## config.mk

```make
export PLATFORM = sky130hd
export DESIGN_NAME = flow_update
export DESIGN_NICKNAME = d
export VERILOG_FILES = /design/src/rtl/flow_update_pkg.sv /design/src/rtl/flow_word_update.sv /design/src/rtl/flow_update.sv
export SDC_FILE = /design/constraint.sdc
export NUM_CORES = 1
export LEC_CHECK = 0
export ABC_AREA = 1
export CORE_MARGIN = 5
export CORE_UTILIZATION = 41
export DETAILED_ROUTE_END_ITERATION = 12
export PLACE_DENSITY = 0.79
export SLEW_MARGIN = 25
export SYNTH_ARGS = -nofsm -noshare
export SYNTH_HDL_FRONTEND = slang
export SYNTH_HIERARCHICAL = 1
export SYNTH_SLANG_ARGS = --single-unit
```

## constraint.sdc

```tcl
create_clock -name clk -period 2.2 [get_ports clk]
set_clock_uncertainty 0.15 [all_clocks]
set_input_delay 0.44 -clock clk [delete_from_list [all_inputs] [get_ports clk]]
set_output_delay 0.44 -clock clk [all_outputs]
set_load 0.02 [all_outputs]
```

## src/rtl/flow_update_pkg.sv

```systemverilog
// Shared traffic parameters and types for the flow-statistics update path.
// The pkt/byte counter widths must sum to no more than the flow-RAM word width.
package flow_update_pkg;

    localparam int FLOW_RAM_ADDR_WIDTH = 10;
    localparam int FLOW_RAM_WORD_WIDTH = 64;
    localparam int FLOW_PKT_CNT_WIDTH  = 8;
    localparam int FLOW_BYTE_CNT_WIDTH = 24;

    typedef enum logic [1:0] {
        S_IDLE  = 2'd0,
        S_READ  = 2'd1,
        S_WAIT  = 2'd2,
        S_WRITE = 2'd3
    } flow_state_e;

endpackage : flow_update_pkg

```

## src/rtl/flow_word_update.sv

```systemverilog
// Combinational saturating update of one flow word: packet count +1 and
// byte count +pkt_size, both clamped at all-ones; upper bits pass through.
module flow_word_update
    import flow_update_pkg::*;
#(
    parameter int PKT_SIZE_WIDTH = 16
) (
    input  logic [FLOW_RAM_WORD_WIDTH-1:0] cur_word_i,
    input  logic [PKT_SIZE_WIDTH-1:0]      pkt_size_i,
    output logic [FLOW_RAM_WORD_WIDTH-1:0] new_word_o
);

    localparam int P     = FLOW_PKT_CNT_WIDTH;
    localparam int B     = FLOW_BYTE_CNT_WIDTH;
    localparam int SUM_W = ((PKT_SIZE_WIDTH > B) ? PKT_SIZE_WIDTH : B) + 1;

    logic [P-1:0]     pkt_cnt;
    logic [P-1:0]     pkt_cnt_nxt;
    logic [B-1:0]     byte_cnt;
    logic [B-1:0]     byte_cnt_nxt;
    logic [SUM_W-1:0] byte_sum;

    assign pkt_cnt  = cur_word_i[P-1:0];
    assign byte_cnt = cur_word_i[P+B-1:P];

    assign pkt_cnt_nxt = (&pkt_cnt) ? pkt_cnt : pkt_cnt + P'(1);

    // The sum is one bit wider than either operand, so any carry past the
    // byte field shows up in the top bits and forces saturation.
    assign byte_sum     = SUM_W'(byte_cnt) + SUM_W'(pkt_size_i);
    assign byte_cnt_nxt = (|byte_sum[SUM_W-1:B]) ? {B{1'b1}} : byte_sum[B-1:0];

    always_comb begin
        new_word_o              = cur_word_i;
        new_word_o[P-1:0]       = pkt_cnt_nxt;
        new_word_o[P+B-1:P]     = byte_cnt_nxt;
    end

endmodule : flow_word_update

```

## src/rtl/flow_update.sv

```systemverilog
// Read-modify-write of per-flow packet/byte counters in an external flow RAM.
// One descriptor in flight at a time, so consecutive packets always see prior writes.
module flow_update
    import flow_update_pkg::*;
#(
    parameter int PKT_SIZE_WIDTH = 16
) (
    input  logic                           clk,
    input  logic                           reset,

    input  logic                           pkt_valid,
    output logic                           pkt_ready,
    input  logic [FLOW_RAM_ADDR_WIDTH-1:0] pkt_flow_addr,
    input  logic [PKT_SIZE_WIDTH-1:0]      pkt_size,

    input  logic                           read_ready,
    output logic                           read_en,
    output logic [FLOW_RAM_ADDR_WIDTH-1:0] read_addr,
    input  logic [FLOW_RAM_WORD_WIDTH-1:0] read_data,
    input  logic                           read_data_new,

    input  logic                           write_ready,
    output logic                           write_en,
    output logic [FLOW_RAM_ADDR_WIDTH-1:0] write_addr,
    output logic [FLOW_RAM_WORD_WIDTH-1:0] write_data,

    output logic                           flow_out_valid,
    output logic [FLOW_RAM_WORD_WIDTH-1:0] flow_out_data
);

    flow_state_e                    state_q, state_d;
    logic [FLOW_RAM_ADDR_WIDTH-1:0] addr_q, addr_d;
    logic [PKT_SIZE_WIDTH-1:0]      size_q, size_d;
    logic [FLOW_RAM_WORD_WIDTH-1:0] word_q, word_d;
    logic [FLOW_RAM_WORD_WIDTH-1:0] upd_word;

    flow_word_update #(
        .PKT_SIZE_WIDTH(PKT_SIZE_WIDTH)
    ) u_word_update (
        .cur_word_i(read_data),
        .pkt_size_i(size_q),
        .new_word_o(upd_word)
    );

    // NOTE: state registers use non-blocking assignments so every flop
    // samples the pre-edge value of every other flop.
    always_ff @(posedge clk) begin
        if (reset) begin
            state_q <= S_IDLE;
            addr_q  <= '0;
            size_q  <= '0;
            word_q  <= '0;
        end else begin
            state_q <= state_d;
            addr_q  <= addr_d;
            size_q  <= size_d;
            word_q  <= word_d;
        end
    end

    // NOTE: every output of this block is assigned a default first so no
    // path through the case leaves a signal unassigned (no latches).
    always_comb begin
        state_d   = state_q;
        addr_d    = addr_q;
        size_d    = size_q;
        word_d    = word_q;
        pkt_ready = 1'b0;
        read_en   = 1'b0;
        write_en  = 1'b0;

        case (state_q)
            S_IDLE: begin
                pkt_ready = 1'b1;
                if (pkt_valid) begin
                    addr_d  = pkt_flow_addr;
                    size_d  = pkt_size;
                    state_d = S_READ;
                end
            end
            S_READ: begin
                read_en = read_ready;
                if (read_ready) begin
                    state_d = S_WAIT;
                end
            end
            S_WAIT: begin
                if (read_data_new) begin
                    word_d  = upd_word;
                    state_d = S_WRITE;
                end
            end
            S_WRITE: begin
                write_en = write_ready;
                if (write_ready) begin
                    state_d = S_IDLE;
                end
            end
            default: state_d = S_IDLE;
        endcase

        // NOTE: reset is synchronous, so the registers only clear at the next
        // edge; outputs are forced quiet combinationally for the whole time
        // reset is high, including the very first cycle.
        if (reset) begin
            pkt_ready = 1'b0;
            read_en   = 1'b0;
            write_en  = 1'b0;
        end
    end

    assign read_addr      = reset ? '0 : addr_q;
    assign write_addr     = reset ? '0 : addr_q;
    assign write_data     = reset ? '0 : word_q;
    assign flow_out_valid = write_en;
    assign flow_out_data  = write_data;

endmodule : flow_update

```

==> impl_metrics.prom <==
# TYPE chip_impl_metric gauge
chip_impl_metric{name="ant_nets",unit=""} 0
chip_impl_metric{name="synth_area_per_cell",unit="µm²"} 6.512
chip_impl_metric{name="total_power",unit="µW"} 7737
chip_impl_info{name="post-synth-top-area-cell",value="sky130_fd_sc_hd__dfxtp_1"} 1
chip_impl_info{name="cp-end-kind",value="output port"} 1
chip_impl_metric{name="effective_utilization_at_floorplan",unit=""} 0.4199
chip_impl_info{name="cts-root-buf",value="sky130_fd_sc_hd__clkbuf_16"} 1
chip_impl_metric{name="mappedNetlistNets",unit=""} 1102
chip_impl_metric{name="grt_first_pass_wirelength",unit="mm"} 28.69
chip_impl_metric{name="ctsHtreeMaxLevel",unit=""} 3
chip_impl_metric{name="tritoncts_sink_count",unit=""} 92
chip_impl_metric{name="post-route-cell-area",unit="µm²"} 9429
chip_impl_metric{name="number_of_buffers_added_by_the_clock_tree_synthesis_step",unit=""} 9
chip_impl_metric{name="max-cap-violations",unit=""} 0
chip_impl_metric{name="io_buffer_count",unit=""} 247
chip_impl_info{name="synth-main-ff-cell",value="sky130_fd_sc_hd__dfxtp_1"} 1
chip_impl_metric{name="slew_headroom",unit=""} 0.7919
chip_impl_info{name="synth.cells.most_frequent",value="159 x sky130_fd_sc_hd__inv_1, 156 x sky130_fd_sc_hd__nand2_1, 146 x sky130_fd_sc_hd__nor2_1"} 1
chip_impl_metric{name="cts-root-to-sink-buffers",unit=""} 2
chip_impl_metric{name="stdcell_count",unit=""} 1390
chip_impl_metric{name="final_setup_tns",unit="ns"} 0
chip_impl_metric{name="hold_slack",unit="ns"} 0.3017
chip_impl_metric{name="postSynth.asyncResetShare",unit=""} 0
chip_impl_metric{name="layout-drive-gt1-share",unit=""} 0.1264
chip_impl_info{name="r2r_path_start",value="size_q[0]"} 1
chip_impl_metric{name="count_of_different_cell_masters_after_synthesis",unit=""} 31
chip_impl_metric{name="rows",unit=""} 45
chip_impl_metric{name="clock_transition_at_the_registers_of_the_reported_paths",unit="ns"} 0.07
chip_impl_metric{name="cts_hold_repair.buffers",unit=""} 0
chip_impl_metric{name="post_place_instance_area",unit="µm²"} 8662
chip_impl_metric{name="finalWorstPathRequiredPeriod",unit="ns"} 2.173
chip_impl_info{name="cts_tree",value="yes"} 1
chip_impl_metric{name="ys_seq_elements",unit=""} 92
chip_impl_metric{name="via_count",unit=""} 6303
chip_impl_info{name="worst_setup_path_start_kind",value="input pin"} 1
chip_impl_metric{name="totalWireLength",unit="mm"} 18.28
chip_impl_metric{name="design.core.area",unit="µm²"} 15260
chip_impl_metric{name="drv_slew",unit=""} 0
chip_impl_metric{name="timing_hold_violations_final",unit=""} 0
chip_impl_metric{name="grt_start_max_net_pins",unit=""} 75
chip_impl_info{name="min_from",value="word_q[42]"} 1
chip_impl_metric{name="setup_viol",unit=""} 0
chip_impl_metric{name="synth_top_cell_area_share",unit=""} 0.2874
chip_impl_metric{name="global_route.usage.total",unit=""} 0.1902
chip_impl_metric{name="grt_pass1_vias",unit=""} 5932
chip_impl_metric{name="vdd_ir_drop_max",unit="V"} 0.0005474
chip_impl_metric{name="fmaxAchievable",unit="GHz"} 0.4601
chip_impl_info{name="yosys.cell_count.top_type",value="sky130_fd_sc_hd__inv_1"} 1
chip_impl_metric{name="synth.yosys.warnings",unit=""} 6
chip_impl_info{name="min_to",value="word_q[42]"} 1
chip_impl_metric{name="areaGrowthSynthToFinish",unit="%"} 47.16
chip_impl_info{name="worst-setup-path-type",value="in2out"} 1
chip_impl_metric{name="rrSetupSlack",unit="ns"} 0.09
chip_impl_metric{name="leakage",unit="µW"} 0.005155
chip_impl_metric{name="grt_antenna_before_repair",unit=""} 0
chip_impl_metric{name="io-pin-count",unit=""} 248
chip_impl_info{name="outcome",value="complete, no violations"} 1
chip_impl_metric{name="routed_via_density",unit=""} 4.535
chip_impl_metric{name="number_of_instances_in_the_placed_design",unit=""} 1366
chip_impl_metric{name="synth_area",unit="µm²"} 6407
chip_impl_metric{name="antennaDiodeCount",unit=""} 0
chip_impl_metric{name="dieHeight",unit="µm"} 135.0
chip_impl_metric{name="whs_path_depth",unit=""} 2
chip_impl_metric{name="synthCells",unit=""} 984
chip_impl_metric{name="routabilityCongestion",unit=""} 0.9174
chip_impl_metric{name="die_area",unit="µm²"} 18230
chip_impl_metric{name="remaining_drc_errors",unit=""} 0
chip_impl_metric{name="initial_detailed_routing_violation_count",unit=""} 273
chip_impl_metric{name="place_hpwl",unit="mm"} 14.04
chip_impl_metric{name="grt-ovfl-total",unit=""} 0
chip_impl_metric{name="final_period_utilization",unit=""} 0.9880
chip_impl_metric{name="synth_enable_flop_cells",unit=""} 0
chip_impl_metric{name="crit_path_max_fanout",unit=""} 40
chip_impl_metric{name="average_wire_per_standard_cell",unit="µm"} 13.15
chip_impl_info{name="holdCritPathClass",value="reg2reg"} 1
chip_impl_info{name="reg2reg_to",value="word_q[20]"} 1
chip_impl_metric{name="die_width",unit="µm"} 135.0
chip_impl_metric{name="worstRegToRegCells",unit=""} 14
chip_impl_metric{name="tightestPinTransition",unit="ns"} 0.3117
chip_impl_metric{name="cp.required",unit="ns"} 1.61
chip_impl_metric{name="clk-insertion-delay-late",unit="ns"} 0.34
chip_impl_metric{name="cellPowerDensity",unit="nW/µm²"} 820.5
chip_impl_metric{name="yosysSeqAreaShare",unit=""} 0.2874
chip_impl_metric{name="worst_ep_arrival_time",unit="ns"} 1.58
chip_impl_metric{name="dr.pass1.iters",unit=""} 5
chip_impl_info{name="synth_top_cells_by_area",value="sky130_fd_sc_hd__dfxtp_1 29%, sky130_fd_sc_hd__buf_4 13%, sky130_fd_sc_hd__inv_1 9.3%"} 1
chip_impl_metric{name="layout.filler_cells",unit=""} 1378
chip_impl_metric{name="final_net_count",unit=""} 1292
==> worst max-delay path, stage by stage <==
cell and delay [ns]:
sky130_fd_sc_hd__buf_2 0.13, sky130_fd_sc_hd__buf_12 0.18, sky130_fd_sc_hd__nor2_1 0.18, sky130_fd_sc_hd__clkdlybuf4s50_1 0.64
==> placed cells by master, fill, tap and decap left out, types with 2 or more instances in the layout <==
master                            synthesis  final
sky130_fd_sc_hd__ha_1                    21      7
sky130_fd_sc_hd__inv_6                    0      2
sky130_fd_sc_hd__dlymetal6s2s_1           0     54
sky130_fd_sc_hd__clkdlybuf4s50_1          0    160
sky130_fd_sc_hd__and2_1                   3      2
sky130_fd_sc_hd__xor2_1                   6      6
sky130_fd_sc_hd__ha_4                     0     14
sky130_fd_sc_hd__or2_2                    3      3
sky130_fd_sc_hd__bufinv_16                0      2
sky130_fd_sc_hd__clkbuf_16                0      9
sky130_fd_sc_hd__dlygate4sd2_1            0     32
sky130_fd_sc_hd__nand2_1                156    150
sky130_fd_sc_hd__a21oi_2                  0      3
sky130_fd_sc_hd__nor2_1                 146    143
sky130_fd_sc_hd__a21oi_1                 83     80
sky130_fd_sc_hd__nand4_1                  9      9
sky130_fd_sc_hd__nand3_2                 10     12
sky130_fd_sc_hd__buf_12                   0     10
sky130_fd_sc_hd__buf_4                  111     67
sky130_fd_sc_hd__nor3_1                   4      4
sky130_fd_sc_hd__nand3_1                 34     32
sky130_fd_sc_hd__inv_1                  159    159
sky130_fd_sc_hd__nand2_2                  4      8
sky130_fd_sc_hd__o21ai_1                 19     34
sky130_fd_sc_hd__nor2_2                   2      4
sky130_fd_sc_hd__o21ai_0                 76     60
sky130_fd_sc_hd__nand2_4                  1      3
sky130_fd_sc_hd__xnor2_1                  2      2
sky130_fd_sc_hd__dfxtp_1                 92     91
==> state kept, by name (all words and copies together) (netlist names) <==
signal	cells
addr_q	10
state_q	2
size_q	16
word_q	64
==> layout make-up <==
class | instances | area, µm² | area share
Clock buffer | 10 | 229.0 | 0.02428
Clock inverter | 6 | 93.84 | 0.009952
Inverter | 161 | 605.6 | 0.06423
Multi-Input combinational cell | 585 | 3100 | 0.3288
Sequential cell | 92 | 1843 | 0.1955
Tap cell | 211 | 264.0 | 0.02800
Timing Repair Buffer | 325 | 3293 | 0.3493
==> per-stage QoR <==
| step | utilization | worst slack, ns |
|---|---|---|
| finish | 0.6180 | 0.02651 |
| global route | 0.6180 | -0.008265 |
| CTS | 0.6058 | 0.000004996 |
| detailed placement | 0.5677 | -0.5835 |
| global placement | 0.5677 | -0.5345 |
| floorplan | - | 0.0005009 |
==> how the worst max path moves through the flow <==
stage / start / end / slack, ns
2_1_floorplan: read_data[8] / word_q[29] / 0.0005
3_3_place_gp: read_data[8] / word_q[29] / -0.53
3_5_place_dp: read_data[8] / word_q[26] / -0.58
4_1_cts: reset / write_data[31] / 0.000005
5_1_grt: reset / flow_out_data[36] / -0.008
6_report: reset / write_data[24] / 0.03
==> timing repair <==
| item | 4_1_cts | 5_1_grt |
|---|---|---|
| setup buffers | 6 | 1 |
| setup endpoints to repair | 46 | 87 |
| pin swaps | 14 | 7 |
| cloned | 1 | 0 |
| resized for setup | 58 | 65 |
==> cells by family (layout without fill, tap and decap cells) <==
kind of cell    Yosys count  in the layout  share of synthesized area
fa+ha+maj                22             22                    0.04413
buf+inv                 307            502                     0.2665
simple gates            374            374                     0.2484
xor+xnor                  8              8                    0.01094
compound gates          181            181                     0.1426
flops                    92             92                     0.2874
==> power breakdown <==
group	internal [µW]	switching, µW	total, µW	leakage, µW
registers	2050	165	2220	0.000753
logic	1700	2110	3810	0.00425
clock network	1010	700	1710	0.000154
total	4760	2970	7740	0.00516
==> routing by layer <==
metal | vias up | wire length, µm | global-route usage
met5 | - | 0 | 0
met3 | 13 | 1028 | 0.02422
met2 | 185 | 8993 | 0.3360
li1 | 3319 | - | -
met1 | 2786 | 8067 | 0.2456
met4 | 0 | 191 | 0.04815
No activity file was read; power rests on OpenSTA's default activity.
